<file path="src/rtl/read_burst_collector.sv">
// Read-path burst collector: queues issued read commands, assembles the DDR beats
// that return read_latency cycles later into burst words, and flags timing errors.
module read_burst_collector #(
  parameter int ADDR_W    = 29,
  parameter int DQ_W      = 8,
  parameter int CMD_DEPTH = 8
) (
  input  logic                         clock_t,
  input  logic                         reset,
  input  logic [4:0]                   read_latency,
  input  logic                         rd_cmd_valid,
  output logic                         rd_cmd_ready,
  input  logic [ADDR_W-1:0]            rd_cmd_addr,
  input  logic                         rd_cmd_bl8,
  input  logic                         dq_valid,
  input  logic [DQ_W-1:0]              dq_rise,
  input  logic [DQ_W-1:0]              dq_fall,
  output logic                         out_valid,
  input  logic                         out_ready,
  output logic [ADDR_W-1:0]            out_addr,
  output logic [8*DQ_W-1:0]            out_data,
  output logic                         out_bl8,
  output logic                         err_missing,
  output logic                         err_unexpected,
  output logic                         err_gap,
  output logic                         err_overflow,
  output logic [$clog2(CMD_DEPTH):0]   pending_count
);

  localparam int PW = $clog2(CMD_DEPTH);
  localparam int BW = 2 * DQ_W;
  localparam logic [PW:0] FULL_CNT = (PW+1)'(CMD_DEPTH);

  typedef enum logic {IDLE, BURST} state_t;

  state_t              state_q, state_d;
  logic [7:0]          now_q;
  logic [1:0]          cnt_q, cnt_d;
  logic [8*DQ_W-1:0]   word_q, word_d;

  logic [ADDR_W-1:0]   cq_addr [CMD_DEPTH];
  logic                cq_bl8  [CMD_DEPTH];
  logic [7:0]          cq_due  [CMD_DEPTH];
  logic [PW-1:0]       cwr_q, crd_q;
  logic [PW:0]         ccnt_q;

  logic [ADDR_W-1:0]   ob_addr_q [2];
  logic [8*DQ_W-1:0]   ob_data_q [2];
  logic                ob_bl8_q  [2];
  logic                ob_wr_q, ob_rd_q;
  logic [1:0]          ocnt_q;

  logic err_missing_q, err_unexpected_q, err_gap_q, err_overflow_q;
  logic miss_d, unexp_d, gap_d, ovf_d;

  logic       cmd_empty, cmd_push, cmd_pop;
  logic [7:0] diff;
  logic       at_due, late;
  logic       ob_push, ob_pop, ob_accept;

  assign rd_cmd_ready  = (ccnt_q != FULL_CNT);
  assign cmd_push      = rd_cmd_valid && rd_cmd_ready;
  assign cmd_empty     = (ccnt_q == '0);
  assign pending_count = ccnt_q;

  // Modular distance to the head's due cycle; 1..127 means the slot has passed.
  assign diff   = now_q - cq_due[crd_q];
  assign at_due = !cmd_empty && (diff == 8'd0);
  assign late   = !cmd_empty && (diff != 8'd0) && !diff[7];

  assign out_valid      = (ocnt_q != 2'd0);
  assign out_addr       = ob_addr_q[ob_rd_q];
  assign out_data       = ob_data_q[ob_rd_q];
  assign out_bl8        = ob_bl8_q[ob_rd_q];
  assign ob_pop         = out_valid && out_ready;
  assign ob_accept      = ob_push && ((ocnt_q != 2'd2) || ob_pop);
  assign ovf_d          = ob_push && !ob_accept;

  assign err_missing    = err_missing_q;
  assign err_unexpected = err_unexpected_q;
  assign err_gap        = err_gap_q;
  assign err_overflow   = err_overflow_q;

  always_comb begin
    state_d = state_q;
    cnt_d   = cnt_q;
    word_d  = word_q;
    cmd_pop = 1'b0;
    ob_push = 1'b0;
    miss_d  = 1'b0;
    unexp_d = 1'b0;
    gap_d   = 1'b0;
    case (state_q)
      IDLE: begin
        if (at_due) begin
          if (dq_valid) begin
            word_d         = '0;
            word_d[BW-1:0] = {dq_fall, dq_rise};
            cnt_d          = 2'd1;
            state_d        = BURST;
          end else begin
            miss_d  = 1'b1;
            cmd_pop = 1'b1;
          end
        end else begin
          if (late) begin
            miss_d  = 1'b1;
            cmd_pop = 1'b1;
          end
          unexp_d = dq_valid;
        end
      end
      BURST: begin
        if (dq_valid) begin
          word_d[int'(cnt_q)*BW +: BW] = {dq_fall, dq_rise};
          if (cnt_q == (cq_bl8[crd_q] ? 2'd3 : 2'd1)) begin
            cmd_pop = 1'b1;
            ob_push = 1'b1;
            state_d = IDLE;
          end else begin
            cnt_d = cnt_q + 2'd1;
          end
        end else begin
          gap_d   = 1'b1;
          cmd_pop = 1'b1;
          state_d = IDLE;
        end
      end
      default: state_d = IDLE;
    endcase
  end

  // Command storage carries no reset; the pointers and count define validity.
  always_ff @(posedge clock_t) begin
    if (cmd_push) begin
      cq_addr[cwr_q] <= rd_cmd_addr;
      cq_bl8[cwr_q]  <= rd_cmd_bl8;
      cq_due[cwr_q]  <= now_q + {3'b000, read_latency};
    end
  end

  always_ff @(posedge clock_t) begin
    if (reset) begin
      state_q          <= IDLE;
      now_q            <= '0;
      cnt_q            <= '0;
      word_q           <= '0;
      cwr_q            <= '0;
      crd_q            <= '0;
      ccnt_q           <= '0;
      ob_wr_q          <= 1'b0;
      ob_rd_q          <= 1'b0;
      ocnt_q           <= '0;
      for (int unsigned i = 0; i < 2; i++) begin
        ob_addr_q[i] <= '0;
        ob_data_q[i] <= '0;
        ob_bl8_q[i]  <= 1'b0;
      end
      err_missing_q    <= 1'b0;
      err_unexpected_q <= 1'b0;
      err_gap_q        <= 1'b0;
      err_overflow_q   <= 1'b0;
    end else begin
      now_q            <= now_q + 8'd1;
      state_q          <= state_d;
      cnt_q            <= cnt_d;
      word_q           <= word_d;
      err_missing_q    <= miss_d;
      err_unexpected_q <= unexp_d;
      err_gap_q        <= gap_d;
      err_overflow_q   <= ovf_d;

      if (cmd_push) cwr_q <= cwr_q + 1'b1;
      if (cmd_pop)  crd_q <= crd_q + 1'b1;
      case ({cmd_push, cmd_pop})
        2'b10:   ccnt_q <= ccnt_q + 1'b1;
        2'b01:   ccnt_q <= ccnt_q - 1'b1;
        default: ccnt_q <= ccnt_q;
      endcase

      if (ob_accept) begin
        ob_addr_q[ob_wr_q] <= cq_addr[crd_q];
        ob_data_q[ob_wr_q] <= word_d;
        ob_bl8_q[ob_wr_q]  <= cq_bl8[crd_q];
        ob_wr_q            <= ~ob_wr_q;
      end
      if (ob_pop) ob_rd_q <= ~ob_rd_q;
      case ({ob_accept, ob_pop})
        2'b10:   ocnt_q <= ocnt_q + 2'd1;
        2'b01:   ocnt_q <= ocnt_q - 2'd1;
        default: ocnt_q <= ocnt_q;
      endcase
    end
  end

endmodule

</file>
<file path="config.mk">
export PLATFORM = sky130hd
export DESIGN_NAME = read_burst_collector
export DESIGN_NICKNAME = d
export VERILOG_FILES = /design/src/rtl/read_burst_collector.sv
export SDC_FILE = /design/constraint.sdc
export NUM_CORES = 1
export LEC_CHECK = 0
export ABC_AREA = 0
export ABC_CLOCK_PERIOD_IN_PS = 6130
export CAP_MARGIN = 0
export CORE_ASPECT_RATIO = 1.1
export CORE_MARGIN = 4
export CORE_UTILIZATION = 46
export CTS_CLUSTER_DIAMETER = 80
export DETAILED_ROUTE_END_ITERATION = 10
export GPL_ROUTABILITY_DRIVEN = 0
export GPL_TIMING_DRIVEN = 0
export PLACE_DENSITY = 0.68
export SLEW_MARGIN = 20
export SYNTH_ARGS = -nofsm -noshare
export SYNTH_HDL_FRONTEND = slang
export SYNTH_SLANG_ARGS = --single-unit
</file>
<file path="constraint.sdc">
create_clock -name clock_t -period 6.13 [get_ports clock_t]
set_input_delay 1.226 -clock clock_t [delete_from_list [all_inputs] [get_ports clock_t]]
set_output_delay 1.226 -clock clock_t [all_outputs]
set_load 0.01 [all_outputs]
</file>
Yosys cells after proc, flatten, opt, wreduce, memory -nomap -nowiden:

Memories as Yosys holds them, arrays and structs flattened. A register that Yosys moved wholly into a read port is not among the register bits.
Cells that the tools add are included.

* bitwise operators: 3
* $add $sub $neg: 11
* mux-type cells: 54
* reductions and logical operators: 24
* equality and inequality tests: 11
* shift operators: 2

Operators with widths (number)
* $mux W64: 4
* $pmux W64 S2: 1
* $bwmux W64: 1
* $reduce_or A64 Y1: 1
* $shift A16 B33 Y64 const A: 1
* $shiftx A16 B33 Y64: 1
* $neg A6 Y33: 1
* $mux W1: 31
* $mux W29: 1
* $reduce_or A29 Y1: 1
* $mux W3: 6
* $mux W2: 5
* $ne A2 B2 Y1 const B: 5
* $add A8 B1 Y8 const B: 1
* $add A8 B5 Y8: 1
* $logic_not A8 Y1: 1
* $pmux W2 S2: 2
* $pmux W4 S2: 1
* $reduce_bool A8 Y1: 1
* $sub A8 B8 Y8: 1
* $logic_and A1 B1 Y1: 7
* $add A3 B1 Y3 const B: 2
* $reduce_bool A2 Y1: 3
* $add A2 B1 Y2 const B: 2
* other kinds (16): 24

* input bits: 56
* RAM bits: 492
* memories kept: 6
* register bits after elaboration: 93
* word-level logic and storage cells: 125
* output and inout bits: 104

Memories
* cq_addr: words 8, bits a word 29, rd ports 1, clocked after Yosys merged registers in 1, write ports 1, RTL line 41 `logic [ADDR_W-1:0] cq_addr [CMD_DEPTH];`
* ob_data_q: words 2, bits a word 64, rd ports 1, clocked after Yosys merged registers in 1, write ports 2, RTL line 48 `logic [8*DQ_W-1:0] ob_data_q [2];`
* cq_due: words 8, bits a word 8, rd ports 1, clocked after Yosys merged registers in 1, write ports 1, RTL line 43 `logic [7:0] cq_due [CMD_DEPTH];`
* ob_addr_q: words 2, bits a word 29, rd ports 1, clocked after Yosys merged registers in 1, write ports 2, RTL line 47 `logic [ADDR_W-1:0] ob_addr_q [2];`
* cq_bl8: words 8, bits a word 1, rd ports 1, clocked after Yosys merged registers in 1, write ports 1, RTL line 42 `logic cq_bl8 [CMD_DEPTH];`
* ob_bl8_q: words 2, bits a word 1, rd ports 1, clocked after Yosys merged registers in 1, write ports 2, RTL line 49 `logic ob_bl8_q [2];`

Depth between registers and ports, before layout:

Gate-level depths: netlist of run 1.

* depth in word-level cells: 11
* depth in mapped cells: 19
* gate-level depth less buffers: 17

Least setup slack after synthesis of run 1:

Ideal clock, no wire load.

* path type: in2reg
* from: in dq_valid
* to: mem ob_addr_q[0][0], enable pin
* setup slack: -329 ps
* data required time: 5564 ps
* buffers on the path: 1
* setup time: 566 ps
* arrival time: 5893 ps
* cell stages on the path: 3
* path through: clkbuf_1 > nand3_2 > o21bai_1

RTL lines
* start: declaration: RTL line 15 `input logic dq_valid,`
* end: declaration: RTL line 47

==> flow_summary.yaml, run 1 <==
min_path:
  whs_path_depth: 2
  min_to: "pending_count[3]"
  min_from: "pending_count[3]"
  hold_path.class: "flip-flop to flip-flop"
layout:
  syn2layout_area_growth_pct: 21.2
  layout-drive-gt1-share_pct: 18.7
  multi_input_area_um2: 6770
  nFillCells: 4027
  fin_nets: 1873
  regArea_um2: 16700
  instances_no_fill: 2507
  final_util_pct: 56.3
  antenna_cells: 0
clocking:
  postCtsSetupBuffers: 0
  htree_levels: 2
  cts_hold_buffers: 0
  cts_tree: "yes"
  numCtsBuffers: 57
  clk_path_buf_depth: 3
  clk_latency_ns: 0.65
  cts_sinks: 589
  clk_pin_slew_ns: 0.06
  cts-root-buf: "clkbuf_16"
sta:
  min_period_ns: 5.62
  period_share_pct: 91.7
  max_freq_ghz: 0.178
  rsz0062_at_grt: "no"
  setup_tns_ns: 0
  setup_viol: 0
  skew_ns: 0.0340
  relSlewSlack_pct: 32.6
  finalMaxSlewViolations: 0
  finalWorstSetupSlack_ns: 0.512
  tightest_slew_ns: 1.01
  final_hold_viol_count: 0
place:
  io_buffers: 158
  post-dp-hpwl_um: 38600
  dp_slack_ns: -0.0422
  place_inst: 2399
worst_setup_path:
  arrival_ns: 6.18
  required_ns: 6.69
  worstSetupPathType: "flip-flop to flip-flop"
  reg2reg_slack_ns: 0.51
  worstRegToRegCells: 19
  cp-end-kind: "flip-flop"
  worst_r2r_endpoint: "pending_count[3]"
  cp_max_fo: 10
  startpoint_type: "flip-flop"
die:
  die_h_um: 247
  ios: 160
  die_w_um: 225
  core_um2: 51300
  rows: 87
  start_util_pct: 46.5
  die-area_um2: 55500
pwr:
  p_comb_share_pct: 13.3
  total_leakage_power_nw: 9.56
  switchingPower_mw: 2.26
  power.density_nw_per_um2: 327
  vdd_drop_max_v: 0.000275
  pwr-share-seq_pct: 48.5
  switching_share_pct: 23.9
  p_clk_share_pct: 38.2
  p_int_mw: 7.20
routing:
  ant_nets: 0
  first_pass_iters: 5
  num_vias: 14100
  drc: 0
  drt-vias-per-instance: 5.64
  wl_um: 56100
  drt_iter0_drc: 1432
  wire_per_inst_um: 22.4
run:
  drv_cap: 0
yosys:
  syn_inst: 1530
  synth_nets: 1612
  synth_edf_count: 492
  yosys-top-cells-area: "edfxtp_1 62%, dfxtp_1 8.1%, mux4_2 7.2%"
  netlist_area_um2: 23800
  ys.warnings.count: 0
  synth_top_area_share_pct: 62.0
  yosys_most_used_dff: "edfxtp_1"
  ys_async_sr_fraction_pct: 0
  synth-seq-cells: 589
  synth_top_cell_by_area: "edfxtp_1"
  syn_area_per_cell_um2: 15.6
  synth.distinct_cells: 48
  ys_seq_area_share_pct: 70.1
global_routing:
  grt_max_degree: 44
  antenna_found_initial: 3
  grt_pass1_vias: 14500
  overflow: 0
  grt.total_usage_pct: 20.2
  grt_pass1_wl_um: 85900
status:
  status: "complete, no violations"
timing repair:
action,CTS,global route
resized for setup,2,8
endpoints found under the setup margin,1,1
pin swaps,0,0
routing by layer:
metal,GRT usage [%],vias up,share of wire [%]
met5,0,-,0.073
met4,6.72,6,3.5
met3,4.43,131,7.4
met2,34.2,515,50
met1,26.2,7110,39
li1,-,6373,-
registers in the layout, indices dropped and copies added (netlist names), named ones only:
register,count
cq_addr,232
ob_data_q,128
cq_due,64
word_q,64
ob_addr_q,58
cq_bl8,8
now_q,8
pending_count,4
crd_q,3
cwr_q,3
cnt_q,2
ob_bl8_q,2
ocnt_q,2
err_gap,1
err_missing,1
err_overflow,1
err_unexpected,1
ob_rd_q,1
ob_wr_q,1
state_q,1
cells in the final DEF (no fill, tap or decap), types with 6 or more instances in the layout:
master / n
nor2_1: 308
buf_16: 8
buf_4: 20
dfxtp_1: 97
a221oi_1: 16
xor2_1: 13
a21oi_1: 13
inv_1: 16
clkinv_2: 11
clkbuf_16: 57
a22oi_1: 49
mux4_2: 76
buf_6: 7
a31oi_1: 49
bufinv_16: 8
mux2i_1: 54
xnor2_1: 13
mux2_2: 97
clkbuf_1: 72
nand3_1: 8
nand2b_1: 6
edfxtp_1: 492
clkinv_1: 12
clkdlybuf4s50_1: 158
ha_1: 24
nand2_1: 18
nor3_1: 8
buf_2: 23
a211oi_1: 16
buf_1: 10
o21ai_0: 8
Yosys cell counts (4+ instances only):
| cell type | instances |
|---|---|
| mux2_2 | 97 |
| a22oi_1 | 49 |
| nor3_1 | 12 |
| xor2_1 | 13 |
| a21oi_1 | 13 |
| buf_2 | 17 |
| o21ai_0 | 8 |
| nand2b_1 | 7 |
| mux4_2 | 76 |
| nor4b_1 | 4 |
| inv_1 | 16 |
| a31oi_1 | 49 |
| nand3_1 | 8 |
| buf_1 | 12 |
| a211oi_1 | 17 |
| a221oi_1 | 16 |
| dfxtp_1 | 97 |
| edfxtp_1 | 492 |
| xnor2_1 | 13 |
| ha_1 | 24 |
| clkbuf_1 | 64 |
| nand2_1 | 18 |
| nor2_1 | 311 |
| mux2i_1 | 54 |
| a21o_1 | 4 |
power groups by stage:
stage	clock network, mW	logic (mW)	registers, mW
after floorplan	0	0.823	4.67
after global placement	0	1.20	4.69
after detailed placement	0	1.27	4.67
after CTS	3.68	1.28	4.58
after global routing	3.86	1.38	4.60
final	3.62	1.26	4.58
kinds of logic after synthesis:
logic type                 synth area share [%]
buffers and inverters                      1.85
AOI/OAI and AO/OA                          4.83
DFF                                        70.1
adders and majority gates                  1.43
and+or+nand+nor                            6.66
xor gates and xnor gates                  0.956
muxes                                      14.1
worst max-delay path, stage by stage, from the launching register on:
cell	delay, ns
dfxtp_1	0.40
buf_2	0.35
buf_2	0.43
mux4_2	0.56
mux2i_1	0.21
ha_1	0.27
nor2b_1	0.15
o211a_1	0.23
or4_1	0.50
a211oi_2	0.35
nand3_1	0.15
a31oi_1	0.44
inv_1	0.12
ha_1	0.25
ha_1	0.28
a21o_1	0.17
a21oi_1	0.17
xnor2_1	0.09
or3_1	0.30
a21oi_1	0.13
layout make-up:
type	instances	area share (%)
inverters	17	0.221
well taps	667	2.89
repair buffers	202	7.44
plain buffers	94	1.32
clock buffers	67	5.10
clock inverters	41	1.70
multi-input cells	830	23.4
flip-flops and latches	589	57.9
stage by stage:
stage	area (um^2)	hold slack, ns	power, mW
5_1_grt	28900	0.556	9.83
6_report	28900	0.513	9.46
3_3_place_gp	26300	0.477	5.89
4_1_cts	28900	0.519	9.55
2_1_floorplan	23800	0.456	5.49
3_5_place_dp	26900	0.505	5.94
how the worst max path moves through the flow:
stage | cells after the start | from | slack (ns) | end
floorplan | 2 | rd_cmd_valid | 0.59 | cq_addr[0][0]
detailed placement | 19 | flip-flop | -0.04 | pending_count[3]
global placement | 3 | rd_cmd_valid | -3.93 | cq_addr[0][12]
finish | 19 | flip-flop | 0.51 | pending_count[3]
global route | 19 | flip-flop | 0.04 | pending_count[3]
CTS | 18 | flip-flop | 0.12 | pending_count[3]
Power figures use the tool's default switching activity.
==> run 2: changes to the inputs <==
ABC_CLOCK_PERIOD_IN_PS = 7050   (was 6130)
CTS_CLUSTER_DIAMETER = 120   (was 80)
PLACE_DENSITY = 0.66   (was 0.68)
SLEW_MARGIN = 30   (was 20)
clock period = 7.05 ns   (was 6.13 ns; I/O delays follow)
==> run 2 against run 1 <==
Effect of this change:
- worst setup slack better by 0.35 ns
- flip-flop and latch count unchanged
- non-clock buffer count is 8 higher
- sequential share of layout area up 0.23 points
- final cell count rose by 0.24%
- critical endpoint unchanged
- largest cell class unchanged
==> flow_summary.yaml, run 2 (same netlist as run 1, synthesis figures left out) <==
worst_setup_path:
  cp-end-kind: "flip-flop"
  path_delay_family: "compound AO/OA/AOI/OAI gates"
  worstSetupPathType: "flip-flop to flip-flop"
  cp_max_fo: 10
  worst_r2r_endpoint: "pending_count[3]"
  required_ns: 7.60
  worstRegToRegCells: 19
  arrival_ns: 6.74
  path_cells: "buf_2 -> buf_1 -> mux4_2 -> mux2i_1 -> ha_1 -> nor2b_1 -> o211a_1 -> or4_1 -> a211oi_1 -> nand3_1 -> a31oi_1 -> inv_1 -> ha_1 -> ha_1 -> a21o_1 -> a21oi_1 -> xnor2_1 -> or3_1 -> a21oi_1"
  reg2reg_slack_ns: 0.86
  critical_path.most_common_cell: "ha_1"
  cp_slowest_cell: "buf_1"
  startpoint_type: "flip-flop"
  critPathBufInv: 3
  cpPeakStageDelay_ns: 0.69
die:
  die-area_um2: 55500
  die_w_um: 225
  start_util_pct: 46.5
  rows: 87
  core_um2: 51300
  die_h_um: 247
  ios: 160
clocking:
  postCtsSetupBuffers: 0
  numCtsBuffers: 56
  clk_path_buf_depth: 3
  clk_latency_ns: 0.63
  cts_sinks: 589
  htree_levels: 2
  clk_pin_slew_ns: 0.06
  cts-root-buf: "clkbuf_16"
  cts_resized: 0
  cts_hold_buffers: 0
  cts_tree: "yes"
min_path:
  whs_path_depth: 2
  min_to: "ocnt_q[1]"
  hold_path.class: "flip-flop to flip-flop"
  min_from: "ocnt_q[1]"
layout:
  largest_reg_flops: 232
  top_regs: "cq_addr x232, ob_data_q x128"
  fin_nets: 1880
  regMostFlops: "cq_addr"
  syn2layout_area_growth_pct: 20.7
  layout-drive-gt1-share_pct: 18.8
  final_cell_mix: "492 x edfxtp_1, 308 x nor2_1, 158 x clkdlybuf4s50_1, 97 x mux2_2, 97 x dfxtp_1"
  layout_commonest_cell: "edfxtp_1"
  final_util_pct: 56.1
  nFillCells: 4076
sta:
  setup_viol: 0
  finalMaxSlewViolations: 0
  skew_ns: 0.0273
  period_share_pct: 87.8
  max_freq_ghz: 0.162
  final_hold_viol_count: 0
  tightest_slew_ns: 0.984
  rsz0062_at_grt: "no"
  min_period_ns: 6.19
  relSlewSlack_pct: 34.4
  setup_tns_ns: 0
pwr:
  total_leakage_power_nw: 9.53
  power_mw: 7.99
  pwr-share-seq_pct: 49.9
  p_comb_share_pct: 13.8
  switching_share_pct: 24.2
  switchingPower_mw: 1.94
  vdd_drop_max_v: 0.000214
  p_int_mw: 6.06
  p_clk_share_pct: 36.3
  power.density_nw_per_um2: 278
global_routing:
  grt_pass1_vias: 14600
  grt_pass1_wl_um: 85000
  grt.total_usage_pct: 20.0
  overflow: 0
  antenna_found_initial: 5
  grt_max_degree: 34
routing:
  num_vias: 14100
  drc: 0
  wl_um: 55900
  drt_iter0_drc: 1122
  wire_per_inst_um: 22.3
  ant_nets: 0
  drt-vias-per-instance: 5.60
  first_pass_iters: 6
place:
  io_buffers: 158
  post-dp-hpwl_um: 38500
status:
  status: "complete, no violations"
run:
  drv_cap: 0
-- run 2: worst max path at each step --
stage | startpoint | end | slack [ns] | depth (start not counted)
global route | flip-flop | pending_count[3] | 0.39 | 19
detailed placement | flip-flop | pending_count[3] | 0.87 | 19
global placement | out_ready | ob_addr_q[0][9] | -3.66 | 5
finish | flip-flop | pending_count[3] | 0.86 | 19
floorplan | dq_valid | ob_addr_q[0][0] | 0.41 | 3
CTS | flip-flop | pending_count[3] | 0.79 | 19
-- run 2: worst register-to-register path: stages, from the launching register on --
cell	delay (ns)
dfxtp_1	0.39
buf_2	0.34
buf_1	0.69
mux4_2	0.59
mux2i_1	0.19
ha_1	0.28
nor2b_1	0.16
o211a_1	0.24
or4_1	0.48
a211oi_1	0.52
nand3_1	0.17
a31oi_1	0.45
inv_1	0.14
ha_1	0.25
ha_1	0.29
a21o_1	0.19
a21oi_1	0.19
xnor2_1	0.10
or3_1	0.30
a21oi_1	0.15
-- run 2: metal layers --
| layer | vias to the layer above | GRT usage (%) | wire [um] |
|---|---|---|---|
| met3 | 114 | 3.99 | 3750 |
| met2 | 474 | 35.4 | 28600 |
| met5 | - | 0 | 46 |
| li1 | 6394 | - | - |
| met4 | 6 | 6.24 | 1640 |
| met1 | 7095 | 25.0 | 21900 |
-- run 2: power groups by stage --
stage / logic [mW] / registers, mW / clock network (mW)
final: 1.10 / 3.98 / 2.90
after global routing: 1.20 / 4.00 / 3.12
after CTS: 1.12 / 3.99 / 2.97
after detailed placement: 1.11 / 4.06 / 0
after global placement: 1.05 / 4.09 / 0
after floorplan: 0.715 / 4.06 / 0
-- run 2: stage by stage --
| stage | setup slack, ns | area [um^2] | instances | hold WS, ns |
|---|---|---|---|---|
| floorplan | 0.407 | 23800 | 1530 | 0.456 |
| global placement | -3.66 | 26200 | 2355 | 0.478 |
| detailed placement | 0.868 | 27000 | 2407 | 0.499 |
| CTS | 0.786 | 28800 | 2512 | 0.515 |
| global route | 0.385 | 28800 | 2512 | 0.557 |
| finish | 0.858 | 28800 | 2513 | 0.506 |
-- run 2: layout make-up --
| class | count | area [um^2] | area share, % |
|---|---|---|---|
| Antenna cell | 1 | 2.50 | 0.00870 |
| Inverter | 17 | 63.8 | 0.222 |
| Sequential cell | 589 | 16700 | 58.1 |
| Tap cell | 667 | 835 | 2.90 |
| Buffer | 94 | 385 | 1.34 |
| Clock inverter | 37 | 313 | 1.09 |
| Timing Repair Buffer | 210 | 2220 | 7.71 |
| Clock buffer | 68 | 1470 | 5.10 |
| Multi-Input combinational cell | 830 | 6770 | 23.5 |
